==> src/rtl/vga_bus_arbiter_if.sv <==
// Client-side request/pixel bus and arbiter-side VGA/status outputs.
// The arbiter uses the slave modport; the client cluster uses master.
interface vga_bus_arbiter_if;
  logic [2:0]  req;
  logic [2:0]  done_in;
  logic [23:0] cl_x;
  logic [23:0] cl_y;
  logic [71:0] cl_rgb;
  logic [2:0]  cl_we;
  logic [2:0]  start;
  logic [2:0]  grant;
  logic [7:0]  vga_x;
  logic [7:0]  vga_y;
  logic [23:0] vga_rgb;
  logic        vga_we;
  logic        busy;
  logic        timeout_err;

  modport master (
    output req, done_in, cl_x, cl_y, cl_rgb, cl_we,
    input  start, grant, vga_x, vga_y, vga_rgb, vga_we, busy, timeout_err
  );

  modport slave (
    input  req, done_in, cl_x, cl_y, cl_rgb, cl_we,
    output start, grant, vga_x, vga_y, vga_rgb, vga_we, busy, timeout_err
  );
endinterface

==> src/rtl/vga_bus_arbiter.sv <==
// Round-robin arbiter giving one of three drawing clients exclusive access
// to the VGA pixel port, with a per-grant hold timeout.
module vga_bus_arbiter #(
  parameter logic [16:0] TIMEOUT = 17'd70000
) (
  input logic              clk,
  input logic              reset,
  vga_bus_arbiter_if.slave bus
);
  localparam int unsigned CNT_W = 17;

  typedef enum logic [1:0] {IDLE, START, RUN, RELEASE} state_e;

  state_e             state_q, state_d;
  logic [2:0]         grant_q, grant_d;
  logic [2:0]         start_q, start_d;
  logic [1:0]         win_q, win_d;
  logic [1:0]         last_q, last_d;
  logic [CNT_W-1:0]   cnt_q, cnt_d;
  logic               busy_q, busy_d;
  logic               terr_q, terr_d;
  logic [7:0]         vx_q, vx_d;
  logic [7:0]         vy_q, vy_d;
  logic [23:0]        rgb_q, rgb_d;
  logic               we_q, we_d;

  // Search order last+1, last+2, last (mod 3).
  function automatic logic [1:0] rr_pick(input logic [1:0] last, input logic [2:0] rq);
    logic [1:0] c1, c2;
    c1 = (last == 2'd2) ? 2'd0 : last + 2'd1;
    c2 = (c1 == 2'd2) ? 2'd0 : c1 + 2'd1;
    if (rq[c1]) return c1;
    if (rq[c2]) return c2;
    return last;
  endfunction

  always_comb begin
    state_d = state_q;
    grant_d = grant_q;
    start_d = 3'b000;
    win_d   = win_q;
    last_d  = last_q;
    cnt_d   = cnt_q;
    terr_d  = terr_q;
    vx_d    = vx_q;
    vy_d    = vy_q;
    rgb_d   = rgb_q;
    we_d    = 1'b0;

    unique case (state_q)
      IDLE: begin
        if (bus.req != 3'b000) begin
          win_d   = rr_pick(last_q, bus.req);
          grant_d = 3'(3'b001 << win_d);
          start_d = grant_d;
          state_d = START;
        end
      end
      START: begin
        cnt_d   = '0;
        state_d = RUN;
      end
      RUN: begin
        cnt_d = (cnt_q == TIMEOUT) ? cnt_q : cnt_q + CNT_W'(1);
        if (bus.done_in[win_q]) begin
          grant_d = 3'b000;
          last_d  = win_q;
          state_d = RELEASE;
        end else if (cnt_q == TIMEOUT - CNT_W'(1)) begin
          grant_d = 3'b000;
          last_d  = win_q;
          terr_d  = 1'b1;
          state_d = RELEASE;
        end
      end
      RELEASE: begin
        grant_d = 3'b000;
        last_d  = win_q;
        state_d = IDLE;
      end
      default: state_d = IDLE;
    endcase

    // Pixel path forwards only the owner's fields, one cycle late.
    if (state_q == START || state_q == RUN) begin
      we_d = bus.cl_we[win_q];
      if (bus.cl_we[win_q]) begin
        vx_d  = bus.cl_x[{win_q, 3'b000} +: 8];
        vy_d  = bus.cl_y[{win_q, 3'b000} +: 8];
        rgb_d = bus.cl_rgb[7'(win_q) * 7'd24 +: 24];
      end
    end

    busy_d = (state_d != IDLE);
  end

  always_ff @(posedge clk) begin
    if (reset) begin
      state_q <= IDLE;
      grant_q <= 3'b000;
      start_q <= 3'b000;
      win_q   <= 2'd0;
      last_q  <= 2'd2;
      cnt_q   <= '0;
      busy_q  <= 1'b0;
      terr_q  <= 1'b0;
      vx_q    <= 8'd0;
      vy_q    <= 8'd0;
      rgb_q   <= 24'd0;
      we_q    <= 1'b0;
    end else begin
      state_q <= state_d;
      grant_q <= grant_d;
      start_q <= start_d;
      win_q   <= win_d;
      last_q  <= last_d;
      cnt_q   <= cnt_d;
      busy_q  <= busy_d;
      terr_q  <= terr_d;
      vx_q    <= vx_d;
      vy_q    <= vy_d;
      rgb_q   <= rgb_d;
      we_q    <= we_d;
    end
  end

  assign bus.grant       = grant_q;
  assign bus.start       = start_q;
  assign bus.busy        = busy_q;
  assign bus.timeout_err = terr_q;
  assign bus.vga_x       = vx_q;
  assign bus.vga_y       = vy_q;
  assign bus.vga_rgb     = rgb_q;
  assign bus.vga_we      = we_q;
endmodule

==> src/flat_wrapper.sv <==
// flat-port wrapper written by rule: the top's interface ports become plain ports
module vga_bus_arbiter_flat 
#(
  parameter logic [16:0] TIMEOUT = 17'd70000
)
  (clk, reset, bus_req, bus_done_in, bus_cl_x, bus_cl_y, bus_cl_rgb, bus_cl_we, bus_start, bus_grant, bus_vga_x, bus_vga_y, bus_vga_rgb, bus_vga_we, bus_busy, bus_timeout_err);
  vga_bus_arbiter_if bus_i ();
  input logic clk;
  input logic reset;
  input wire logic [$bits(bus_i.req)-1:0] bus_req;
  input wire logic [$bits(bus_i.done_in)-1:0] bus_done_in;
  input wire logic [$bits(bus_i.cl_x)-1:0] bus_cl_x;
  input wire logic [$bits(bus_i.cl_y)-1:0] bus_cl_y;
  input wire logic [$bits(bus_i.cl_rgb)-1:0] bus_cl_rgb;
  input wire logic [$bits(bus_i.cl_we)-1:0] bus_cl_we;
  output wire logic [$bits(bus_i.start)-1:0] bus_start;
  output wire logic [$bits(bus_i.grant)-1:0] bus_grant;
  output wire logic [$bits(bus_i.vga_x)-1:0] bus_vga_x;
  output wire logic [$bits(bus_i.vga_y)-1:0] bus_vga_y;
  output wire logic [$bits(bus_i.vga_rgb)-1:0] bus_vga_rgb;
  output wire logic [$bits(bus_i.vga_we)-1:0] bus_vga_we;
  output wire logic [$bits(bus_i.busy)-1:0] bus_busy;
  output wire logic [$bits(bus_i.timeout_err)-1:0] bus_timeout_err;
  assign bus_i.req = bus_req;
  assign bus_i.done_in = bus_done_in;
  assign bus_i.cl_x = bus_cl_x;
  assign bus_i.cl_y = bus_cl_y;
  assign bus_i.cl_rgb = bus_cl_rgb;
  assign bus_i.cl_we = bus_cl_we;
  assign bus_start = bus_i.start;
  assign bus_grant = bus_i.grant;
  assign bus_vga_x = bus_i.vga_x;
  assign bus_vga_y = bus_i.vga_y;
  assign bus_vga_rgb = bus_i.vga_rgb;
  assign bus_vga_we = bus_i.vga_we;
  assign bus_busy = bus_i.busy;
  assign bus_timeout_err = bus_i.timeout_err;
  vga_bus_arbiter #(.TIMEOUT(TIMEOUT)) u_core (.clk(clk), .reset(reset), .bus(bus_i));
endmodule
==> config.mk <==
export PLATFORM = sky130hd
export DESIGN_NAME = vga_bus_arbiter_flat
export DESIGN_NICKNAME = d
export VERILOG_FILES = /design/src/rtl/vga_bus_arbiter_if.sv /design/src/rtl/vga_bus_arbiter.sv /design/src/flat_wrapper.sv
export SDC_FILE = /design/constraint.sdc
export NUM_CORES = 1
export LEC_CHECK = 0
export ABC_AREA = 1
export CORE_MARGIN = 8
export CORE_UTILIZATION = 38
export DETAILED_ROUTE_END_ITERATION = 16
export PLACE_DENSITY = 0.78
export SLEW_MARGIN = 25
export SYNTH_ARGS = -nofsm -noshare
export SYNTH_HDL_FRONTEND = slang
export SYNTH_SLANG_ARGS = --single-unit
==> constraint.sdc <==
create_clock -name clk -period 1.57 [get_ports clk]
set_input_delay 0.157 -clock clk [delete_from_list [all_inputs] [get_ports clk]]
set_output_delay 0.157 -clock clk [all_outputs]
set_load 0.05 [all_outputs]
==> flow_summary.toml, run 1 <==
[detailed_routing]
ant_nets = 0
drtIter0Drc = 548
vias_per_cell = 5.28
drcViolationCount = 0
drt-total-wl_mm = 15.7
dr_total_vias = 4894
first_pass_iters = 5
wl_per_cell_um = 16.9

[global_route]
use_met3 = 0.0504
antenna_found_initial = 0
global_route.overflow_total = 0
grt_max_degree = 41
top_usage_layer = "met2"
grt_use_met1 = 0.254
grtUsageTotal = 0.211
grt_pass1_wl_mm = 24.3
grt_pass1_vias = 4626
grtUsageMet2 = 0.358

[critical_path]
crit_fanout = 5
cp.required_ns = 1.84
worstPathArrival_ns = 1.82
worst_setup_path_end_kind = "flop"
critPathLaunchType = "flop"
path_class = "flop to flop"

[clocking]
clockRootBuffer = "clkbuf_8"
clkLatencyLatePin_ns = 0.35
ctsLongestPathBuffers = 2
holdBufCountCts = 0
clk_pin_slew_ns = 0.09
cts_tree = "built"
htree_levels = 3
cts.sinks = 72
cts-buffers-inserted = 9

[timing]
fin_worst_skew_ns = 0.0129
finalCritPeriodShare = 0.985
drv_slew = 0
hold_viol = 0
maxSlewHeadroom = 0.740
fin_setup_tns_ns = 0
setup-violations-final = 0
fin_ws_ns = 0.0228
finalCriticalPeriod_ns = 1.55
tightest_slew_ns = 0.391
fmax_mhz = 646
rsz0062_at_grt = "true"

[floorplanning]
start_util = 0.384
fp.dieW_um = 117
die-area_um2 = 13800
fp-row-count = 37
design.core.area_um2 = 10200
fp.dieH_um = 117
io_pins = 180

[pwr]
power_density_nw_per_um2 = 1520
leakage_nw = 2.60
ir_drop_mv = 0.985

[place]
place_congestion = 0.914
placed_cell_area_um2 = 5910
dpl_worst_slack_ns = -0.0749
port_buffers = 179
hpwl_mm = 11.5

[final_layout]
stdcell_area_um2 = 6390
diodes = 0
layout.nets = 924
area_growth_syn_to_layout_pct = 63.4
drive_gt1_frac = 0.219

[status]
status = "complete, no violations"

[yosys]
synth_common_cells = "nor2_1, nand2_1, o21ai_0"
ys_top_cells_by_area = "dfxtp_1, nor2_1, o21ai_0"
synth_fp_nets = 732
yosys.area.top_type_share = 0.368
synth-edff-count = 0
yosysUniqueCellTypes = 31
synth_area_um2 = 3910
synth.most_common_cell = "nor2_1"
synthFlopType = "dfxtp_1"
syn_inst = 594
yosys.area.top_type = "dfxtp_1"
synth_area_per_cell_um2 = 6.59
yosysSeqAreaShare = 0.368
synth_seq_cells = 72
yosys_warnings = 0
async_reset_ff_frac = 0

[min_path]
hold_class = "input port to flop"

[run]
drv_cap = 0
final timing paths:
path	start	end	slack, ns	depth (start not counted)
worst min register to register	u_core.cnt_q[14]	u_core.cnt_q[14]	0.49	2
worst max-delay path	u_core.cnt_q[0]	u_core.cnt_q[1]	0.02	12
worst min-delay path	bus_cl_y[16]	u_core.bus.vga_y[0]	0.37	3
worst max register to register	u_core.cnt_q[0]	u_core.cnt_q[1]	0.02	12
report_power, final:
group          total (mW)  switching [mW]  internal, mW
clock network        1.63           0.735         0.897
logic                5.50            3.58          1.92
registers            2.61           0.290          2.32
sequential cells by signal, indices dropped and copies added (netlist names), 2 cells and up:
name / flops
u_core.bus.vga_rgb: 24
u_core.cnt_q: 17
u_core.bus.vga_x: 8
u_core.bus.vga_y: 8
u_core.bus.grant: 3
u_core.bus.start: 3
u_core.last_q: 2
u_core.state_q: 2
u_core.win_q: 2
cells by family (layout without fill, tap and decap cells):
family / after synthesis / after routing / synth area share
xor gates and xnor gates: 1 / 1 / 0.00224
adders and majority gates: 7 / 7 / 0.0224
AOI/OAI and AO/OA: 165 / 165 / 0.235
DFF: 72 / 72 / 0.368
buffers and inverters: 77 / 274 / 0.0831
and+or+nand+nor: 272 / 272 / 0.289
metrics by stage:
step | power (mW) | hold WS (ns) | instances | util
2_1_floorplan | 5.98 | 0.318 | 594 | -
3_3_place_gp | 7.72 | 0.475 | 908 | 0.580
3_5_place_dp | 7.81 | 0.477 | 908 | 0.580
4_1_cts | 9.49 | 0.365 | 925 | 0.606
5_1_grt | 10.3 | 0.362 | 927 | 0.628
6_report | 9.74 | 0.374 | 927 | 0.628
cell usage in the layout (no fill, tap or decap), drive strengths merged, types with 10 or more instances in the layout:
cell           synthesis  layout
o21ai                 96      96
clkbuf                20      10
dfxtp                 72      72
inv                   40      41
buf                   16      86
nand2                114     114
a31oi                 40      40
a21oi                 22      22
clkdlybuf4s50          0     130
nand3                 25      25
nor2                 119     119
per-layer routing:
metal / part of all wire / vias up
met2: 0.49 / 256
met3: 0.075 / 35
met4: 0.028 / 0
met1: 0.40 / 2242
li1: - / 2361
met5: 0 / -
critical path, cell delays in order, from the launching register on:
cell and delay (ns):
dfxtp_4 0.36, buf_6 0.13, inv_4 0.05, ha_4 0.12
nand4_1 0.09, nor2_1 0.12, nand2_2 0.07, nand2_4 0.08
nand2_4 0.07, inv_6 0.08, buf_8 0.13, nand2_1 0.07
a21oi_2 0.12
cell type report:
class                   count  area (um^2)
repair buffers            217         2050
fillers                   902         3790
clock buffers               9          124
well taps                 136          170
clock inverters             7         96.3
flip-flops and latches     72         1460
multi-input cells         445         2320
inverters                  41          171
repair_timing:
item | in CTS | in global routing
cloned | 0 | 1
pin swaps | 5 | 15
setup buffers | 1 | 1
resized for setup | 12 | 58
endpoints found under the setup margin | 8 | 58
Note: power is estimated with default switching activity, not from simulation.
==> run 2, diff against run 1 <==
--- a/config.mk
+++ b/config.mk
@@ -9,6 +9,7 @@
 export CORE_MARGIN = 8
 export CORE_UTILIZATION = 38
 export DETAILED_ROUTE_END_ITERATION = 16
+export GPL_TIMING_DRIVEN = 1
 export PLACE_DENSITY = 0.78
 export SLEW_MARGIN = 25
 export SYNTH_ARGS = -nofsm -noshare
==> results of run 2 <==
Final layout, timing and power as in run 1 (identical DEF).
